==> config.mk <==
export PLATFORM = sky130hd
export DESIGN_NAME = cordic_angle_sequencer_flat
export DESIGN_NICKNAME = d
export VERILOG_FILES = /design/src/rtl/cordic_angle_sequencer_pkg.sv /design/src/rtl/cordic_angle_sequencer_if.sv /design/src/rtl/cordic_angle_sequencer_fold.sv /design/src/rtl/cordic_angle_sequencer.sv /design/src/flat_wrapper.sv
export SDC_FILE = /design/constraint.sdc
export NUM_CORES = 1
export LEC_CHECK = 0
export ABC_AREA = 1
export CORE_MARGIN = 4
export CORE_UTILIZATION = 52
export DETAILED_ROUTE_END_ITERATION = 16
export PLACE_DENSITY_LB_ADDON = 0.15
export SYNTH_ARGS = -nofsm -noshare
export SYNTH_HDL_FRONTEND = slang
export SYNTH_SLANG_ARGS = --single-unit
==> constraint.sdc <==
create_clock -name clk -period 4 [get_ports clk]
set_input_delay 0.6 -clock clk [delete_from_list [all_inputs] [get_ports clk]]
set_output_delay 0.6 -clock clk [all_outputs]
set_load 0.01 [all_outputs]
==> src/rtl/cordic_angle_sequencer_pkg.sv <==
// Shared definitions for the CORDIC sin/cos angle sequencer.
// Contents: angle/data widths, angle constants, FSM state type, the payload
// structs, and a saturating 16-bit negation helper.
package cordic_angle_sequencer_pkg;

    localparam int unsigned ANGLE_W = 32;
    localparam int unsigned DATA_W  = 16;

    localparam logic [ANGLE_W-1:0] ANGLE_90      = 32'h4000_0000;
    localparam logic [ANGLE_W-1:0] ANGLE_M90     = 32'hC000_0000;
    localparam logic [ANGLE_W-1:0] ANGLE_180_MSB = 32'h8000_0000;

    localparam logic [DATA_W-1:0] DATA_MIN = {1'b1, {(DATA_W-1){1'b0}}};
    localparam logic [DATA_W-1:0] DATA_MAX = {1'b0, {(DATA_W-1){1'b1}}};

    typedef enum logic [1:0] {
        ST_IDLE  = 2'd0,
        ST_START = 2'd1,
        ST_WAIT  = 2'd2,
        ST_OUT   = 2'd3
    } state_t;

    // Folded angle handed to the core plus the half-turn flag.
    typedef struct packed {
        logic [ANGLE_W-1:0] angle;
        logic               flip;
    } fold_t;

    // Corrected sin/cos pair.
    typedef struct packed {
        logic [DATA_W-1:0] sin_val;
        logic [DATA_W-1:0] cos_val;
    } result_t;

    // Two's complement negation; the most negative code maps to the most positive.
    function automatic logic [DATA_W-1:0] sat_neg16(input logic [DATA_W-1:0] x);
        if (x == DATA_MIN) begin
            return DATA_MAX;
        end
        return DATA_W'(~x + DATA_W'(1));
    endfunction

endpackage

==> src/rtl/cordic_angle_sequencer_if.sv <==
// Bundle of the request, result and core-side signals of the angle sequencer.
//  request : in_valid / in_ready / in_angle
//  result  : out_valid / out_ready / out_sin / out_cos / err
//  core    : core_start / core_angle / core_done / core_sin / core_cos
// slave  = the sequencer itself, master = its environment.
interface cordic_angle_sequencer_if;
    import cordic_angle_sequencer_pkg::*;

    logic               in_valid;
    logic               in_ready;
    logic [ANGLE_W-1:0] in_angle;
    logic               out_valid;
    logic               out_ready;
    logic [DATA_W-1:0]  out_sin;
    logic [DATA_W-1:0]  out_cos;
    logic               err;
    logic               core_start;
    logic [ANGLE_W-1:0] core_angle;
    logic               core_done;
    logic [DATA_W-1:0]  core_sin;
    logic [DATA_W-1:0]  core_cos;

    modport slave (
        input  in_valid, in_angle, out_ready, core_done, core_sin, core_cos,
        output in_ready, out_valid, out_sin, out_cos, err, core_start, core_angle
    );

    modport master (
        output in_valid, in_angle, out_ready, core_done, core_sin, core_cos,
        input  in_ready, out_valid, out_sin, out_cos, err, core_start, core_angle
    );

endinterface

==> src/rtl/cordic_angle_sequencer_fold.sv <==
// Quadrant fold: maps a full-circle binary angle into the core's convergent
// range |theta| <= 90 deg by a half-turn when needed (combinational).
//  in_angle : signed binary angle, 2^32 = 360 deg
//  fold_c   : {folded angle, flip}; flip=1 when a half-turn was applied
module cordic_angle_sequencer_fold
    import cordic_angle_sequencer_pkg::*;
(
    input  logic [ANGLE_W-1:0] in_angle,
    output fold_t              fold_c
);

    // +/-90 deg stay put; -180 deg folds to 0 with flip set.
    always_comb begin
        fold_c.flip  = ($signed(in_angle) > $signed(ANGLE_90)) ||
                       ($signed(in_angle) < $signed(ANGLE_M90));
        fold_c.angle = fold_c.flip ? (in_angle ^ ANGLE_180_MSB) : in_angle;
    end

endmodule

==> src/rtl/cordic_angle_sequencer.sv <==
// Front end and result stage for the 16-iteration sin/cos rotation core.
// Accepts an angle, folds it, starts the core, waits for done (with timeout),
// restores quadrant/sign and presents sin/cos over a valid/ready handshake.
//  clk   : rising-edge clock
//  reset : asynchronous, active-high
//  bus   : request/result/core signals (slave side)
module cordic_angle_sequencer
    import cordic_angle_sequencer_pkg::*;
#(
    parameter bit          CORE_SIN_INV   = 1'b1,
    parameter int unsigned TIMEOUT_CYCLES = 32
) (
    input  logic                      clk,
    input  logic                      reset,
    cordic_angle_sequencer_if.slave   bus
);

    localparam int unsigned TMR_W = $clog2(TIMEOUT_CYCLES + 1);

    state_t             state_q, state_d;
    logic [TMR_W-1:0]   timer_q, timer_d;
    logic               flip_q, flip_d;
    logic [ANGLE_W-1:0] core_angle_q, core_angle_d;
    logic               core_start_q, core_start_d;
    logic               in_ready_q, in_ready_d;
    logic               out_valid_q, out_valid_d;
    logic               err_q, err_d;
    result_t            result_q, result_d;
    result_t            fix_c;
    fold_t              fold_c;

    cordic_angle_sequencer_fold u_fold (
        .in_angle (bus.in_angle),
        .fold_c   (fold_c)
    );

    // Undo the core's sin sense, then the half-turn fold.
    always_comb begin
        fix_c.sin_val = CORE_SIN_INV ? sat_neg16(bus.core_sin) : bus.core_sin;
        fix_c.cos_val = bus.core_cos;
        if (flip_q) begin
            fix_c.sin_val = sat_neg16(fix_c.sin_val);
            fix_c.cos_val = sat_neg16(fix_c.cos_val);
        end
    end

    // Next state and next values of every registered output.
    always_comb begin
        state_d      = state_q;
        timer_d      = timer_q;
        flip_d       = flip_q;
        core_angle_d = core_angle_q;
        out_valid_d  = out_valid_q;
        err_d        = err_q;
        result_d     = result_q;

        case (state_q)
            ST_IDLE: begin
                if (bus.in_valid && in_ready_q) begin
                    core_angle_d = fold_c.angle;
                    flip_d       = fold_c.flip;
                    err_d        = 1'b0;
                    state_d      = ST_START;
                end
            end
            ST_START: begin
                timer_d = '0;
                state_d = ST_WAIT;
            end
            ST_WAIT: begin
                timer_d = timer_q + TMR_W'(1);
                // timer_q==0 is the first WAIT cycle: a stale done may still show.
                if ((timer_q != '0) && bus.core_done) begin
                    result_d    = fix_c;
                    out_valid_d = 1'b1;
                    state_d     = ST_OUT;
                end else if (timer_q == TMR_W'(TIMEOUT_CYCLES - 1)) begin
                    result_d    = '0;
                    err_d       = 1'b1;
                    out_valid_d = 1'b1;
                    state_d     = ST_OUT;
                end
            end
            ST_OUT: begin
                if (bus.out_ready) begin
                    out_valid_d = 1'b0;
                    state_d     = ST_IDLE;
                end
            end
            default: state_d = ST_IDLE;
        endcase

        in_ready_d   = (state_d == ST_IDLE);
        core_start_d = (state_d == ST_START);
    end

    // State and output registers; reset holds the core in its init state.
    always_ff @(posedge clk or posedge reset) begin
        if (reset) begin
            state_q      <= ST_IDLE;
            timer_q      <= '0;
            flip_q       <= 1'b0;
            core_angle_q <= '0;
            core_start_q <= 1'b1;
            in_ready_q   <= 1'b0;
            out_valid_q  <= 1'b0;
            err_q        <= 1'b0;
            result_q     <= '0;
        end else begin
            state_q      <= state_d;
            timer_q      <= timer_d;
            flip_q       <= flip_d;
            core_angle_q <= core_angle_d;
            core_start_q <= core_start_d;
            in_ready_q   <= in_ready_d;
            out_valid_q  <= out_valid_d;
            err_q        <= err_d;
            result_q     <= result_d;
        end
    end

    assign bus.in_ready   = in_ready_q;
    assign bus.out_valid  = out_valid_q;
    assign bus.out_sin    = result_q.sin_val;
    assign bus.out_cos    = result_q.cos_val;
    assign bus.err        = err_q;
    assign bus.core_start = core_start_q;
    assign bus.core_angle = core_angle_q;

endmodule

==> src/flat_wrapper.sv <==
// flat-port wrapper written by rule: the top's interface ports become plain ports
module cordic_angle_sequencer_flat import cordic_angle_sequencer_pkg::*;
#(
    parameter bit          CORE_SIN_INV   = 1'b1,
    parameter int unsigned TIMEOUT_CYCLES = 32
)
  (clk, reset, bus_in_valid, bus_in_angle, bus_out_ready, bus_core_done, bus_core_sin, bus_core_cos, bus_in_ready, bus_out_valid, bus_out_sin, bus_out_cos, bus_err, bus_core_start, bus_core_angle);
  cordic_angle_sequencer_if bus_i ();
  input  logic clk;
  input  logic reset;
  input wire logic [$bits(bus_i.in_valid)-1:0] bus_in_valid;
  input wire logic [$bits(bus_i.in_angle)-1:0] bus_in_angle;
  input wire logic [$bits(bus_i.out_ready)-1:0] bus_out_ready;
  input wire logic [$bits(bus_i.core_done)-1:0] bus_core_done;
  input wire logic [$bits(bus_i.core_sin)-1:0] bus_core_sin;
  input wire logic [$bits(bus_i.core_cos)-1:0] bus_core_cos;
  output wire logic [$bits(bus_i.in_ready)-1:0] bus_in_ready;
  output wire logic [$bits(bus_i.out_valid)-1:0] bus_out_valid;
  output wire logic [$bits(bus_i.out_sin)-1:0] bus_out_sin;
  output wire logic [$bits(bus_i.out_cos)-1:0] bus_out_cos;
  output wire logic [$bits(bus_i.err)-1:0] bus_err;
  output wire logic [$bits(bus_i.core_start)-1:0] bus_core_start;
  output wire logic [$bits(bus_i.core_angle)-1:0] bus_core_angle;
  assign bus_i.in_valid = bus_in_valid;
  assign bus_i.in_angle = bus_in_angle;
  assign bus_i.out_ready = bus_out_ready;
  assign bus_i.core_done = bus_core_done;
  assign bus_i.core_sin = bus_core_sin;
  assign bus_i.core_cos = bus_core_cos;
  assign bus_in_ready = bus_i.in_ready;
  assign bus_out_valid = bus_i.out_valid;
  assign bus_out_sin = bus_i.out_sin;
  assign bus_out_cos = bus_i.out_cos;
  assign bus_err = bus_i.err;
  assign bus_core_start = bus_i.core_start;
  assign bus_core_angle = bus_i.core_angle;
  cordic_angle_sequencer #(.CORE_SIN_INV(CORE_SIN_INV), .TIMEOUT_CYCLES(TIMEOUT_CYCLES)) u_core (.clk(clk), .reset(reset), .bus(bus_i));
endmodule
==> flow_summary.json <==
{
  "hp-class": "flop to flop",
  "cts.repair_timing.setup_buffer_count": 0,
  "critical_path.max_stage_delay_ns": 0.52,
  "reg2reg_from": "u_core.timer_q[0]",
  "vias": 4728,
  "ant_nets": 0,
  "rrSetupSlack_ns": 1.41,
  "cts_tree": "yes",
  "clk_path_buf_depth": 2,
  "clock-sinks": 77,
  "num_antenna_cells": 0,
  "nFillCells": 710,
  "yosys_warnings": 0,
  "track_usage": 0.2516,
  "areaGrowthSynthToFinish_pct": 35.54,
  "reg2reg_to": "u_core.bus.out_valid",
  "synth_edf_count": 0,
  "critPathLaunchType": "input port",
  "worstSkewPairLatency_ns": 0.35,
  "totalWireLength_mm": 13.03,
  "cts_buffers": 9,
  "drive_gt1_frac": 0.07393,
  "min_period_ns": 3.019,
  "drc": 0,
  "syn-cell-area_mm2": 0.004697,
  "worst_slew_pin_slew_ns": 1.028,
  "globalplace.congestion": 0.8602,
  "dp_hpwl_mm": 9.898,
  "rows": 34,
  "routed_via_density": 5.219,
  "grt_max_degree": 47,
  "die_x_um": 103.0,
  "cts_hold_buf": 0,
  "firstDrtPassIters": 5,
  "tns_ns": 0,
  "die_h_um": 103.0,
  "clock_skew_ns": 0.01234,
  "cts-root-buf": "clkbuf_8",
  "postSynthAreaPerCell_um2": 7.138,
  "cts.htree.levels": 3,
  "wl_per_cell_um": 14.38,
  "max_freq_ghz": 0.3312,
  "ios": 137,
  "slew_headroom": 0.3141,
  "max-cap-violations": 0,
  "cp_cell_sequence": "clkdlybuf4s50_1 -> inv_2 -> ha_1 -> nand3_4 -> nor2_8 -> nand3_4 -> inv_1 -> nor2_1 -> ha_1 -> inv_1 -> nor2_2 -> nand3_1 -> nor2_1 -> nand3_2 -> inv_2 -> nand4_4 -> nand3b_1 -> nand2_1 -> nand2_1",
  "critPathMaxFanout": 10,
  "drv_slew": 0,
  "cp-end-kind": "flop",
  "ir_worst_vdd_mv": 0.3762,
  "outcome": "completed",
  "synth_ff_type": "dfrtp_1",
  "overflow": 0,
  "min_to": "u_core.bus.core_angle[23]",
  "hold_depth": 2,
  "crit_slowest_cell": "clkdlybuf4s50_1",
  "ys_types": 40,
  "drtIter0Drc": 206,
  "setup_slack_ns": 0.9807,
  "hp-start": "u_core.bus.core_angle[23]",
  "finalSetupViolations": 0,
  "synth.ff_latch_count": 77,
  "post_cts_resized": 0,
  "rsz0062_at_grt": "false",
  "setup.worst_path.class": "input port to flop",
  "finalHoldViolCount": 0,
  "clkTransAtPathRegs_ns": 0.09,
  "nNetsFinal": 871,
  "synth_cells": 658,
  "grt_pass1_wl_mm": 21.29,
  "ys_seq_area_frac": 0.4105,
  "cp.arrival_ns": 3.31,
  "start_util": 0.5360,
  "leakage_nw": 3.176,
  "die_area_mm2": 0.01062,
  "cp.required_ns": 4.29,
  "pre_cts_slack_ns": 0.6326,
  "antenna_found_initial": 0,
  "finalCritPeriodShare": 0.7548,
  "synthArstFlopShare": 1.000,
  "port_buffers": 136,
  "r2r_cells": 9,
  "syn-num-nets": 736,
  "p_per_area_mw_per_mm2": 598.4,
  "coreArea_mm2": 0.008763,
  "grt_pass1_vias": 4670
}
flip-flops by register name, indices dropped and copies added, names as in the netlist, 2 cells and up:
name and cells:
u_core.bus.core_angle 32, u_core.bus.out_cos 16, u_core.state_q 2, u_core.timer_q 6
u_core.bus.out_sin 16
critical path: cells and delay by family:
kind,cells,cell delay [ns]
buffers and inverters,5,0.84
adder cells (fa/ha/maj),2,0.44
AND/OR/NAND/NOR,12,1.43
synthesized netlist by cell type, types with 2 or more instances:
cell      instances  share of area
nand2_1         261           0.21
dfrtp_1          76           0.40
inv_1            57          0.046
nor2_1           57          0.046
nand3_1          44          0.047
o21ai_0          28          0.030
a21oi_1          12          0.013
xor2_1           11          0.021
nor2_2           10          0.013
nor3_1           10          0.011
ha_1              9          0.024
clkbuf_1          8         0.0064
nor4_1            8          0.011
nor2_4            7          0.017
inv_2             6         0.0048
nand3_2           6          0.013
nand4_1           6         0.0080
buf_2             5         0.0053
o21ai_1           5         0.0053
xnor2_1           4         0.0075
o21bai_1          3         0.0048
a21o_1            2         0.0032
a22o_1            2         0.0037
nand2_2           2         0.0027
nand3_4           2         0.0075
nand3b_1          2         0.0032
nor3b_1           2         0.0032
layer usage:
layer | share of wire | global-route usage
met5 | 0 | 0
met4 | 0.012 | 0.07570
met3 | 0.062 | 0.05683
met2 | 0.51 | 0.4425
met1 | 0.42 | 0.3076
placed cells by master, fill, tap and decap left out, types with 10 or more instances in the layout:
cell	netlist	final
nand2_1	261	261
clkdlybuf4s50_1	0	136
dfrtp_1	76	76
nor2_1	57	57
inv_1	57	56
nand3_1	44	44
o21ai_0	28	28
a21oi_1	12	12
xor2_1	11	11
nor2_2	10	10
nor3_1	10	10
metrics by stage:
stage          cells  cell area (µm²)  utilization  power, W  hold WS, ns
2_1_floorplan    658             4697            -  0.002254       0.5086
3_3_place_gp     890             6162       0.7032  0.003124       0.4582
3_5_place_dp     890             6162       0.7032  0.003187       0.4650
4_1_cts          906             6366       0.7264  0.003834       0.4890
5_1_grt          906             6366       0.7264  0.004097       0.5081
6_report         906             6366       0.7264  0.003809       0.4863
worst max path at each step:
| stage | start | endpoint | slack, ns | depth (start not counted) |
|---|---|---|---|---|
| after detailed placement | bus_core_sin[0] | u_core.bus.out_sin[10] | 0.63 | 19 |
| after CTS | bus_core_sin[0] | u_core.bus.out_sin[10] | 1.01 | 19 |
| after global routing | bus_core_sin[0] | u_core.bus.out_sin[14] | 0.68 | 19 |
| after floorplan | reset | u_core.bus.core_angle[0] | 1.43 | 1 |
| after global placement | bus_core_sin[0] | u_core.bus.out_sin[14] | 0.74 | 19 |
| final | bus_core_sin[0] | u_core.bus.out_sin[10] | 0.98 | 19 |
logic make-up (layout without fill, tap and decap cells):
kind of cell	after synthesis	after routing	synth area share
flip-flops	77	77	0.4105
AO/OA/AOI/OAI	57	57	0.06766
AND/OR/NAND/NOR	422	422	0.4054
adder cells (fa/ha/maj)	9	9	0.02397
buffers and inverters	78	218	0.06446
XOR/XNOR	15	15	0.02797
final cells by class:
class,instances,area (µm²),area share
repair buffers,139,1396,0.2193
clock inverters,7,80.08,0.01258
clock buffers,9,123.9,0.01946
flip-flops and latches,77,1928,0.3029
inverters,63,236.5,0.03715
multi-input cells,503,2466,0.3874
well taps,108,135.1,0.02123
where the power goes:
part / internal (W) / switching (W)
registers: 0.00111 / 0.000198
clock network: 0.000300 / 0.000332
logic: 0.000910 / 0.000961
total: 0.00232 / 0.00149
Note: power is estimated with default switching activity, not from simulation.
